### src/rtl/axi_read_arbiter.sv
// -----------------------------------------------------------------------------
// axi_read_arbiter
//
// Purpose:
//   Shares one AXI-full read channel between two requesters: the instruction
//   fetch unit (IFU) and the data memory stage (MEM). One request is accepted
//   at a time, issued as a single-beat AXI read, and its response is routed
//   back to the requester that owns it. Ties are broken round-robin, and MEM
//   wins the first tie after reset.
//
// Ports:
//   clk, rst                     clock, synchronous active-high reset
//   IFU_* / MEM_*                requester side: address valid/ready with
//                                size, 64-bit read data valid/ready
//   io_master_ar*                AXI read-address channel (single beat, INCR)
//   io_master_r*                 AXI read-data channel
//   ARBITER_error_signal         error flag from the last completed response
//                                (bad rresp or an rid that does not match)
// -----------------------------------------------------------------------------
module axi_read_arbiter #(
    parameter logic [3:0] IFU_ID = 4'd0,
    parameter logic [3:0] MEM_ID = 4'd1
) (
    input  logic        clk,
    input  logic        rst,

    input  logic [31:0] IFU_raddr,
    input  logic [2:0]  IFU_rsize,
    input  logic        IFU_raddr_valid,
    output logic        IFU_raddr_ready,
    output logic [63:0] IFU_rdata,
    output logic        IFU_rdata_valid,
    input  logic        IFU_rdata_ready,

    input  logic [31:0] MEM_raddr,
    input  logic [2:0]  MEM_rsize,
    input  logic        MEM_raddr_valid,
    output logic        MEM_raddr_ready,
    output logic [63:0] MEM_rdata,
    output logic        MEM_rdata_valid,
    input  logic        MEM_rdata_ready,

    input  logic        io_master_arready,
    output logic        io_master_arvalid,
    output logic [31:0] io_master_araddr,
    output logic [3:0]  io_master_arid,
    output logic [7:0]  io_master_arlen,
    output logic [2:0]  io_master_arsize,
    output logic [1:0]  io_master_arburst,
    output logic        io_master_rready,
    input  logic        io_master_rvalid,
    input  logic [1:0]  io_master_rresp,
    input  logic [63:0] io_master_rdata,
    input  logic        io_master_rlast,
    input  logic [3:0]  io_master_rid,

    output logic        ARBITER_error_signal
);

    localparam logic [1:0] ST_IDLE = 2'd0;
    localparam logic [1:0] ST_ADDR = 2'd1;
    localparam logic [1:0] ST_DATA = 2'd2;

    logic [1:0]  state_q, state_d;
    logic        owner_mem_q, owner_mem_d;   // 1: MEM owns the transaction
    logic        last_mem_q, last_mem_d;     // 1: MEM was served last
    logic [31:0] addr_q, addr_d;
    logic [2:0]  size_q, size_d;
    logic        error_q, error_d;

    logic        sel_mem_s;
    logic        idle_s;
    logic        addr_phase_s;
    logic        data_phase_s;
    logic        owner_rdy_s;
    logic [3:0]  arid_s;
    logic        r_hs_s;

    // Phase decode; every handshake output is held low while reset is high.
    always_comb begin
        idle_s       = (state_q == ST_IDLE) && !rst;
        addr_phase_s = (state_q == ST_ADDR) && !rst;
        data_phase_s = (state_q == ST_DATA) && !rst;
    end

    // Round-robin pick: on a tie the requester not served last wins.
    always_comb begin
        sel_mem_s = 1'b0;
        if (IFU_raddr_valid && MEM_raddr_valid) begin
            sel_mem_s = !last_mem_q;
        end else if (MEM_raddr_valid) begin
            sel_mem_s = 1'b1;
        end else begin
            sel_mem_s = 1'b0;
        end
    end

    // Owner-dependent selects shared by the outputs and the next-state logic.
    always_comb begin
        owner_rdy_s = owner_mem_q ? MEM_rdata_ready : IFU_rdata_ready;
        arid_s      = owner_mem_q ? MEM_ID : IFU_ID;
        r_hs_s      = data_phase_s && io_master_rvalid && owner_rdy_s;
    end

    // Requester and AXI outputs; the data path is a zero-latency passthrough.
    always_comb begin
        IFU_raddr_ready      = idle_s && IFU_raddr_valid && !sel_mem_s;
        MEM_raddr_ready      = idle_s && MEM_raddr_valid && sel_mem_s;
        IFU_rdata            = io_master_rdata;
        MEM_rdata            = io_master_rdata;
        IFU_rdata_valid      = data_phase_s && !owner_mem_q && io_master_rvalid;
        MEM_rdata_valid      = data_phase_s && owner_mem_q && io_master_rvalid;
        io_master_arvalid    = addr_phase_s;
        io_master_araddr     = addr_q;
        io_master_arsize     = size_q;
        io_master_arid       = arid_s;
        io_master_arlen      = 8'd0;
        io_master_arburst    = 2'b01;
        io_master_rready     = data_phase_s && owner_rdy_s;
        ARBITER_error_signal = error_q;
    end

    // Next-state logic for the IDLE -> ADDR -> DATA transaction sequence.
    always_comb begin
        state_d     = state_q;
        owner_mem_d = owner_mem_q;
        last_mem_d  = last_mem_q;
        addr_d      = addr_q;
        size_d      = size_q;
        error_d     = error_q;
        case (state_q)
            ST_IDLE: begin
                // Ready is combinational on valid, so any valid is a handshake.
                if (idle_s && (IFU_raddr_valid || MEM_raddr_valid)) begin
                    owner_mem_d = sel_mem_s;
                    addr_d      = sel_mem_s ? MEM_raddr : IFU_raddr;
                    size_d      = sel_mem_s ? MEM_rsize : IFU_rsize;
                    state_d     = ST_ADDR;
                end else begin
                    state_d = ST_IDLE;
                end
            end
            ST_ADDR: begin
                if (io_master_arready) begin
                    state_d = ST_DATA;
                end else begin
                    state_d = ST_ADDR;
                end
            end
            ST_DATA: begin
                // A beat without rlast keeps the owner in DATA (defensive).
                if (r_hs_s && io_master_rlast) begin
                    state_d    = ST_IDLE;
                    last_mem_d = owner_mem_q;
                    error_d    = (io_master_rresp != 2'b00) || (io_master_rid != arid_s);
                end else begin
                    state_d = ST_DATA;
                end
            end
            default: begin
                state_d = ST_IDLE;
            end
        endcase
    end

    // State registers with synchronous reset; the pointer starts as "IFU last".
    always_ff @(posedge clk) begin
        if (rst) begin
            state_q     <= ST_IDLE;
            owner_mem_q <= 1'b0;
            last_mem_q  <= 1'b0;
            addr_q      <= 32'd0;
            size_q      <= 3'd0;
            error_q     <= 1'b0;
        end else begin
            state_q     <= state_d;
            owner_mem_q <= owner_mem_d;
            last_mem_q  <= last_mem_d;
            addr_q      <= addr_d;
            size_q      <= size_d;
            error_q     <= error_d;
        end
    end

endmodule

### config.mk
export PLATFORM = sky130hd
export DESIGN_NAME = axi_read_arbiter
export DESIGN_NICKNAME = d
export VERILOG_FILES = /design/src/rtl/axi_read_arbiter.sv
export SDC_FILE = /design/constraint.sdc
export NUM_CORES = 1
export LEC_CHECK = 0
export BUFFER_PORTS_ARGS = -buffer_cell sky130_fd_sc_hd__buf_2
export CAP_MARGIN = 20
export CELL_PAD_IN_SITES_DETAIL_PLACEMENT = 0
export CELL_PAD_IN_SITES_GLOBAL_PLACEMENT = 2
export CORE_AREA = 5 5 140 142
export DETAILED_ROUTE_END_ITERATION = 8
export DIE_AREA = 0 0 145 147
export PLACE_DENSITY = 0.92
export SYNTH_ARGS = -nofsm -noshare
export SYNTH_HDL_FRONTEND = slang
export SYNTH_SLANG_ARGS = --single-unit
### constraint.sdc
create_clock -name clk -period 3.4 [get_ports clk]
set_clock_uncertainty 0.1 [all_clocks]
set_input_delay 0.17 -clock clk [delete_from_list [all_inputs] [get_ports clk]]
set_output_delay 0.17 -clock clk [all_outputs]
set_load 0.005 [all_outputs]
==> metrics.cfg, run 1 <==
[run_status]
status=complete, no violations

[setup_path]
crit_chain=nor3_4, and2_2, buf_4, a311oi_2
slowest_delay_ns=0.61
critPathMaxFanout=21
start_kind=register
endpoint_kind=register
rr_worst_depth=4
r2r_start=state_q[1]
cp.required_ns=3.45
worstReg2RegEnd=io_master_araddr[24]
startpoint=state_q[1]
endpoint=io_master_araddr[24]
crit_arrival_ns=2.07
slowest_stage=and2_2
worstSetupPathType=reg2reg
r2r_slack_ns=1.38

[synthesis]
ys_seq_area_share_pct=24.9
postSynthCellCount=381
synth_area_leader_cell=buf_4
synthTopCellsByArea=buf_4 (33%), dfxtp_1 (25%), a311oi_2 (14%)
synth_top_area_share_pct=33.4
synth_cell_type_count=33
postSynthAreaPerCell_um2=8.43
ys_ff_latch=40
synth.cell_area_mm2=0.00321
yosys_warnings=0

[floorplan]
die-width_um=145
io_pins=333
core_mm2=0.0183
die_area_mm2=0.0213
initial_core_util_pct=17.5
die_y_um=147
num_rows=50

[grt]
grt_pass1_vias=2523
grt_pass1_wl_um=14500
antenna_found_initial=1
grt_max_degree=40
grt_overflow=0
grt_usage_pct=8.79

[power_and_ir_drop]
sequentialPowerShare_pct=40.0
p_sw_share_pct=31.3
combPwrFrac_pct=23.1
vdd_drop_max_mv=0.147
p_clk_share_pct=36.9
p_int_mw=0.923
p_leak_nw=1.38
netSwitchingPower_mw=0.421
power_density_mw_per_mm2=425
power.total_mw=1.34

[cts]
clkSlewWorstSetupHoldPaths_ns=0.07
htreeDepth=2
cts-resized-gates=0
post-cts-setup-buffer-count=0
clockRootBuffer=clkbuf_16
clk_latency_ns=0.29
numCtsBuffers=5
clockBufferDepth=2
cts_tree=yes
cts_hold_buf=0
cts.sink_count=40

[layout]
area.growth.synth_to_final_pct=-1.48
num-fill-cells=2095
layout.nets=515
drive_above_1_share_pct=48.2
final_cells=602

[routing]
post-route-drc-count=0
first_iter_violations=59
vias_per_cell=3.96
num_vias=2381
wire_per_inst_um=16.1
first_pass_iters=4
drt-total-wl_um=9680
drtAntennaViolNets=0

[placed_design]
place_congestion=0.670
place_inst=593
buffer_ports.inserted=127
dpl.hpwl_um=7230

[sta]
fmax_mhz=496
rsz0062_at_grt=no
tns_ns=0
final_max_slew_viol_count=0
setup_violations=0
hold_violations=0
slew_headroom_pct=51.9
fin_crit_ns=2.02
tightest_slew_ns=0.721
fin_crit_sh_pct=59.3

[hold_path]
worstHoldPathType=in2reg

[job]
drv_cap=0

[layout make-up]
cell class                 count  area, um2  share of cell area [%]
timing repair buffer         133        681                    21.5
tap                          234        293                    9.25
inverter                       1       3.75                   0.119
multi-input combinational    185       1230                    39.0
clock buffer                   5        125                    3.95
clock inverter                 3       23.8                   0.751
antenna                        1       2.50                  0.0791
sequential                    40        801                    25.3
[worst min-delay path by stage]
stage,cells after the start,start,slack (ns),to
after floorplan,2,IFU_raddr[0],0.23,io_master_araddr[0]
after global placement,0,io_master_rdata[27],0.24,IFU_rdata[27]
after detailed placement,0,io_master_rdata[27],0.24,IFU_rdata[27]
after CTS,3,IFU_raddr[29],0.02,io_master_araddr[29]
after global routing,3,IFU_raddr[30],0.03,io_master_araddr[30]
final,3,IFU_raddr[29],0.03,io_master_araddr[29]
[flip-flops by register name, indices dropped and copies added (netlist names)]
name,count
io_master_araddr,32
io_master_arsize,3
state_q,2
ARBITER_error_signal,1
last_mem_q,1
owner_mem_q,1
[logic make-up after synthesis]
group,Yosys count,synth area share [%]
buf+inv,167,38.2
simple gates,89,12.4
compound gates,81,23.6
flops,40,24.9
other cells,2,0.234
xor+xnor,1,0.273
mux,1,0.351
[cell usage in the layout, fill, tap and decap left out, types with 2 or more instances in the layout]
cell type   instances
and3_1              2
buf_4               6
conb_1             13
buf_2             127
dfxtp_1            40
nor2b_1             2
nand2_1            70
a311oi_1            7
and2_1              4
clkbuf_16           5
a21oi_1            37
clkinvlp_4          2
a311oi_2           30
a21bo_1             2
[power by group through the flow]
stage,Combinational (mW),Sequential [mW],Clock [mW]
2_1_floorplan,0.320,0.550,0
3_3_place_gp,0.313,0.548,0
3_5_place_dp,0.317,0.548,0
4_1_cts,0.318,0.538,0.526
5_1_grt,0.348,0.543,0.550
6_report,0.310,0.538,0.496
[critical path: cells and delay by family, from the launching register on]
kind | cells | cell delay [ns]
AND/OR/NAND/NOR | 2 | 0.82
flip-flops | 1 | 0.40
buffers and inverters | 1 | 0.40
AO/OA/AOI/OAI | 1 | 0.14
[metal layers]
metal	GRT usage, %	up-vias	part of all wire [%]
li1	-	1115	-
met5	0	-	0.21
met2	13.2	132	45
met1	9.92	1072	39
met3	4.04	60	10
met4	5.93	2	5.2
[synth_stat cells, drive strengths merged]
library cell / number
or4: 1
or2: 1
a21boi: 1
a21oi: 37
inv: 1
buf: 165
a21bo: 2
mux2: 1
a31oi: 1
or3: 1
a21o: 1
and2: 5
a31o: 1
nor3b: 1
clkbuf: 1
nor4bb: 1
xor2: 1
conb: 2
a311oi: 37
nand2: 70
nand3: 1
dfxtp: 40
a211oi: 1
nor2: 1
and3: 2
nor2b: 2
and4bb: 1
nor3: 2
[stage by stage]
stage | utilization, % | setup WS [ns] | cell area, um2 | hold WS (ns)
floorplan | - | 2.01 | 3250 | 0.230
global placement | 16.4 | 1.35 | 3010 | 0.240
detailed placement | 16.4 | 1.31 | 3010 | 0.240
CTS | 17.2 | 1.35 | 3160 | 0.0193
global route | 17.2 | 1.23 | 3160 | 0.0253
finish | 17.3 | 1.38 | 3160 | 0.0306
No activity file was read; power rests on OpenSTA's default activity.
==> inputs of run 2 (changes only) <==
--- a/config.mk
+++ b/config.mk
@@ -9,10 +9,10 @@
 export CAP_MARGIN = 20
 export CELL_PAD_IN_SITES_DETAIL_PLACEMENT = 0
 export CELL_PAD_IN_SITES_GLOBAL_PLACEMENT = 2
-export CORE_AREA = 5 5 140 142
+export CORE_AREA = 5 5 153 155
 export DETAILED_ROUTE_END_ITERATION = 8
-export DIE_AREA = 0 0 145 147
-export PLACE_DENSITY = 0.92
+export DIE_AREA = 0 0 158 160
+export PLACE_DENSITY = 0.82
 export SYNTH_ARGS = -nofsm -noshare
 export SYNTH_HDL_FRONTEND = slang
 export SYNTH_SLANG_ARGS = --single-unit
==> constraint.sdc (replaced) <==
create_clock -name clk -period 1.75 [get_ports clk]
set_clock_uncertainty 0.1 [all_clocks]
set_input_delay 0.0875 -clock clk [delete_from_list [all_inputs] [get_ports clk]]
set_output_delay 0.0875 -clock clk [all_outputs]
set_load 0.005 [all_outputs]
==> metrics.cfg, run 2 (same netlist as run 1, synthesis figures left out) <==
[layout]
multi_input_area_mm2=0.00123  ; unchanged
final_cell_mix=buf_2 (127), nand2_1 (70), dlygate4sd3_1 (70)
area.growth.synth_to_final_pct=26.0
largest_reg_flops=32  ; unchanged
layout_commonest_cell=buf_2
final-seq-area_um2=801  ; unchanged
layout.nets=592  ; +15%
drive_above_1_share_pct=41.4  ; -6.8 points
num-fill-cells=2444  ; +17%
diodes=0  ; -1
design_area_mm2=0.00405  ; +28%

[sta]
rsz0062_at_grt=no
final_max_slew_viol_count=0  ; unchanged
fin_crit_ns=1.61
fmax_mhz=621
fin_ws_ns=0.140  ; -1.24 ns
setup_violations=0  ; unchanged
tns_ns=0  ; unchanged
hold_violations=0  ; unchanged
fin_crit_sh_pct=92.0

[grt]
grt_max_degree=40  ; unchanged
grt_pass1_wl_um=15400  ; +6.0%
antenna_found_initial=0  ; -1
grt_usage_pct=7.86  ; -0.93 points
grt_overflow=0  ; unchanged
grt_pass1_vias=2821  ; +12%

[setup_path]
cp.required_ns=1.56  ; -1.89 ns
crit_arrival_ns=1.42  ; -0.65 ns
start_kind=register
endpoint_kind=output port
critPathMaxFanout=14  ; -33%
worstSetupPathType=reg2out
startpoint=last_mem_q
rr_worst_depth=5  ; +1
r2r_start=state_q[0]

[placed_design]
dpl.hpwl_um=7170  ; -0.87%
buffer_ports.inserted=127  ; unchanged
place_congestion=0.637  ; -4.9%
place_area_mm2=0.00315  ; +4.4%
place_ws_ns=0.284  ; -1.02 ns

[floorplan]
core_mm2=0.0217  ; +18%
die-width_um=158  ; +9.0%
io_pins=333  ; unchanged
initial_core_util_pct=14.8  ; -2.7 points
num_rows=54  ; +8.0%
die_y_um=160  ; +8.8%
die_area_mm2=0.0253  ; +19%

[cts]
clk_latency_ns=0.29  ; about the same
cts_tree=yes
htreeDepth=2  ; unchanged
clkSlewWorstSetupHoldPaths_ns=0.07  ; about the same
clockBufferDepth=2  ; unchanged
cts.sink_count=40  ; unchanged
clockRootBuffer=clkbuf_16
numCtsBuffers=5  ; unchanged

[routing]
wire_per_inst_um=14.8  ; -7.8%
first_iter_violations=103  ; +75%
post-route-drc-count=0  ; unchanged
vias_per_cell=3.70  ; -6.5%
num_vias=2677  ; +12%
first_pass_iters=4  ; unchanged
drt-total-wl_um=10700  ; +11%
drtAntennaViolNets=0  ; unchanged

[power_and_ir_drop]
vdd_drop_max_mv=0.272  ; +85%
p_sw_share_pct=29.5  ; -1.8 points
combPwrFrac_pct=26.7  ; +3.6 points
netSwitchingPower_mw=0.867  ; +110%
p_int_mw=2.07  ; +120%
power_density_mw_per_mm2=726  ; +71%
sequentialPowerShare_pct=35.5  ; -4.5 points
p_clk_share_pct=37.8  ; +0.9 points
p_leak_nw=1.74  ; +26%

[hold_path]
hold_start=MEM_raddr[22]
worstHoldPathType=in2reg
hold_depth=3  ; unchanged

[job]
drv_cap=0  ; unchanged

[run_status]
status=complete, no violations

-- run 2: cell types whose count changed in the layout (fill, tap and decap cells not counted) --
cell,before,now
dlygate4sd3_1,0,70
buf_12,0,3
buf_4,6,9
bufinv_16,0,1
clkbuf_16,5,6
clkinv_2,0,1
clkinv_4,1,0
clkinvlp_4,2,1
diode_2,1,0
-- run 2: power groups by stage --
| stage | clock [mW] | combinational (mW) | sequential (mW) |
|---|---|---|---|
| floorplan | 0 | 0.622 | 1.07 |
| global placement | 0 | 0.647 | 1.06 |
| detailed placement | 0 | 0.651 | 1.06 |
| CTS | 1.18 | 0.771 | 1.04 |
| global route | 1.20 | 0.864 | 1.05 |
| finish | 1.11 | 0.784 | 1.04 |
-- run 2: worst paths after layout --
check / endpoint / slack, ns
worst max-delay path: IFU_raddr_ready / 0.14
worst min-delay path: io_master_araddr[22] / 0.01
worst max register to register: io_master_araddr[11] / 0.19
worst min register to register: io_master_araddr[30] / 0.42
-- run 2: metal layers --
metal | vias to the layer above | GRT usage [%] | routed length (um)
li1 | 1268 | - | -
met1 | 1196 | 8.37 | 4000
met2 | 157 | 13.4 | 5190
met3 | 56 | 2.27 | 1030
met4 | 0 | 5.16 | 514
met5 | - | 0 | 0
-- run 2: area by class of cell --
| cell class | count | share of cell area, % |
|---|---|---|
| Clock buffer | 5 | 3.09 |
| Multi-Input combinational cell | 185 | 30.5 |
| Sequential cell | 40 | 19.8 |
| Tap cell | 280 | 8.66 |
| Clock inverter | 3 | 1.05 |
| Inverter | 1 | 0.0928 |
| Timing Repair Buffer | 210 | 36.8 |
-- run 2: worst max-delay path, cell delays in order (launching register included) --
cell and delay [ns]:
dfxtp_1 0.42, a21bo_1 0.20, buf_4 0.23, and3_1 0.17, buf_2 0.10
-- run 2: timing repair --
action	CTS	global route
gates resized for setup	0	0
hold buffers	70	0
hold endpoints to repair	37	0
endpoints found under the setup margin	0	1
setup buffers	0	1
-- run 2: per-stage QoR --
step                power [mW]  hold slack [ns]  instances  util (%)
CTS                       3.00          0.00580        722      18.5
detailed placement        1.72           0.0751        644      14.5
global route              3.12           0.0147        724      18.7
floorplan                 1.69            0.147        392         -
global placement          1.71           0.0751        644      14.5
finish                    2.94           0.0105        724      18.7
==> inputs of run 3 (changes only) <==
==> config.mk (replaced) <==
export PLATFORM = sky130hd
export DESIGN_NAME = axi_read_arbiter
export DESIGN_NICKNAME = d
export VERILOG_FILES = /design/src/rtl/axi_read_arbiter.sv
export SDC_FILE = /design/constraint.sdc
export NUM_CORES = 1
export LEC_CHECK = 0
export ABC_AREA = 1
export BUFFER_PORTS_ARGS = -buffer_cell sky130_fd_sc_hd__buf_2
export CAP_MARGIN = 20
export CELL_PAD_IN_SITES_DETAIL_PLACEMENT = 0
export CELL_PAD_IN_SITES_GLOBAL_PLACEMENT = 2
export CORE_AREA = 4 4 158 160
export DETAILED_ROUTE_END_ITERATION = 8
export DIE_AREA = 0 0 162 164
export PLACE_DENSITY = 0.84
export SYNTH_ARGS = -nofsm -noshare
export SYNTH_HDL_FRONTEND = slang
export SYNTH_SLANG_ARGS = --single-unit
==> metrics.cfg, run 3 <==
[grt]
grt_max_degree=44  ; +10%
grt_overflow=0  ; unchanged
grt_usage_pct=6.43  ; -1.4 points
antenna_found_initial=0  ; unchanged
grt_pass1_vias=2656  ; -5.8%
grt_pass1_wl_um=13400  ; -13%

[synthesis]
synth_top_area_share_pct=32.8  ; -0.61 points
yosys_warnings=0  ; unchanged
yosys.cell_count.top_type=nand2_1
synthTopCellsByArea=buf_4 (33%), dfxtp_1 (24%), nand2_1 (22%)
yosys-top-cells-count=nand2_1 (192), buf_4 (143), nor2_1 (81)
synth-compound-area-share_pct=0.459  ; -23 points
ys_seq_area_share_pct=24.5  ; -0.46 points
postSynthCellCount=529  ; +39%
synth_top_family_by_area=buffers and inverters
synth-simple-area-share_pct=33.6  ; +21 points
synth.cell_area_mm2=0.00327  ; +1.9%
synth_edf_count=0  ; unchanged
synth_cell_type_count=20  ; -39%
synth.area.mux_share_pct=0  ; -0.35 points
postSynthAreaPerCell_um2=6.19  ; -27%
synth_area_leader_cell=buf_4
async_flop_share_pct=0  ; unchanged
synth_flop_cell=dfxtp_1
synthAdderAreaFrac_pct=0  ; unchanged
ys_ff_latch=40  ; unchanged
synth-xor-area-share_pct=0  ; -0.27 points

[routing]
first_iter_violations=92  ; -11%
post-route-drc-count=0  ; unchanged
drt-total-wl_um=8640  ; -19%
num_vias=2681  ; +0.15%
vias_per_cell=3.10  ; -16%
wire_per_inst_um=10.0  ; -33%
drtAntennaViolNets=0  ; unchanged
first_pass_iters=4  ; unchanged

[cts]
cts-resized-gates=0  ; unchanged
clkSlewWorstSetupHoldPaths_ns=0.06  ; about the same
cts_tree=yes
clockBufferDepth=2  ; unchanged
clk_latency_ns=0.29  ; about the same
numCtsBuffers=5  ; unchanged
htreeDepth=2  ; unchanged
cts.sink_count=40  ; unchanged
cts_hold_buf=21  ; -70%
clockRootBuffer=clkbuf_16
post-cts-setup-buffer-count=0  ; unchanged

[setup_path]
worstSetupPathType=in2out
crit_arrival_ns=1.35  ; -0.07 ns
r2r_slack_ns=0.44  ; +0.25 ns
cp.required_ns=1.56  ; about the same
startpoint=rst
r2r_start=state_q[1]
start_kind=input pin
critPathMaxFanout=6  ; -8
endpoint_kind=output port

[layout]
layout.nets=693  ; +17%
area.growth.synth_to_final_pct=9.83
drive_above_1_share_pct=26.8  ; -15 points
largest_reg_flops=32  ; unchanged
layout_commonest_cell=nand2_1
final_cell_mix=nand2_1 (192), buf_2 (127), nor2_1 (81)
num-fill-cells=2778  ; +14%
diodes=0  ; unchanged

[floorplan]
die_area_mm2=0.0266  ; +5.1%
initial_core_util_pct=14.0  ; -0.83 points
num_rows=56  ; +3.7%
core_mm2=0.0234  ; +7.9%
die_y_um=164  ; +2.5%
io_pins=333  ; unchanged
die-width_um=162  ; +2.5%

[sta]
hold_violations=0  ; unchanged
tns_ns=0  ; unchanged
setup_violations=0  ; unchanged
fin_crit_ns=1.54  ; -0.0701 ns
rsz0062_at_grt=no
final_max_slew_viol_count=0  ; unchanged
fin_ws_ns=0.210  ; +0.0701 ns
fin_crit_sh_pct=88.0  ; -4.0 points
fmax_mhz=649  ; +4.6%

[power_and_ir_drop]
combPwrFrac_pct=23.4  ; -3.3 points
vdd_drop_max_mv=0.306  ; +13%
p_clk_share_pct=37.2  ; -0.6 points
p_leak_nw=2.03  ; +16%
power_density_mw_per_mm2=732  ; +0.81%
sequentialPowerShare_pct=39.4  ; +3.9 points
p_int_mw=1.85  ; -11%
netSwitchingPower_mw=0.781  ; -9.9%
p_sw_share_pct=29.7  ; +0.18 points

[hold_path]
worstHoldPathType=in2reg
hold_start=MEM_raddr[2]

[placed_design]
buffer_ports.inserted=127  ; unchanged
dpl.hpwl_um=6650  ; -7.2%
place_ws_ns=0.420  ; +0.137 ns
place_congestion=0.697  ; +9.3%

[run_status]
status=complete, no violations

[job]
drv_cap=0  ; unchanged

run 3: critical path: stages:
cell,delay (ns)
dlygate4sd3_1,0.53
buf_2,0.18
nor2_1,0.21
nand2_1,0.12
nor2_1,0.11
buf_2,0.13
run 3: final cells by class:
cell class	count	area (um2)	share of cell area, %
clock buffer	8	146	4.07
inverter	43	161	4.49
multi-input combinational	299	1160	32.3
sequential	40	801	22.3
tap	319	399	11.1
timing repair buffer	155	923	25.7
run 3: cells by family (layout without fill, tap and decap cells):
family,count (synthesis),after routing
flip-flops,40,40
other,2,13
AO/OA/AOI/OAI,3,3
AND/OR/NAND/NOR,283,283
buffers and inverters,201,206
run 3: path summary, 6_finish.rpt:
path / to / depth (start not counted)
worst max-delay path: IFU_rdata_valid / 6
worst min-delay path: io_master_araddr[2] / 5
worst max register to register: io_master_araddr[26] / 6
worst min register to register: io_master_araddr[31] / 4
run 3: stage by stage:
step                      util (%)  cells  power (mW)  hold slack (ns)  instance area [um2]
after detailed placement      13.8    835        1.66           0.0751                 3240
after CTS                     15.4    864        2.74         0.000153                 3590
after floorplan                  -    540        1.66           0.0566                 3310
after global placement        13.8    835        1.65           0.0751                 3240
after global routing          15.4    864        2.86           0.0164                 3590
final                         15.4    864        2.63           0.0108                 3590
run 3: power by group through the flow:
stage / combinational, mW / sequential, mW / clock (mW)
2_1_floorplan: 0.592 / 1.06 / 0
3_3_place_gp: 0.594 / 1.06 / 0
3_5_place_dp: 0.597 / 1.06 / 0
4_1_cts: 0.635 / 1.04 / 1.06
5_1_grt: 0.720 / 1.05 / 1.09
6_report: 0.617 / 1.04 / 0.978
run 3: layer usage:
layer | global-route usage [%] | share of wire [%] | up-vias | wire length [um]
met5 | 0 | 0 | - | 0
met4 | 3.27 | 3.0 | 0 | 261
met3 | 2.43 | 9.3 | 44 | 801
met2 | 10.6 | 46 | 131 | 3950
met1 | 7.32 | 42 | 1096 | 3630
li1 | - | - | 1410 | -
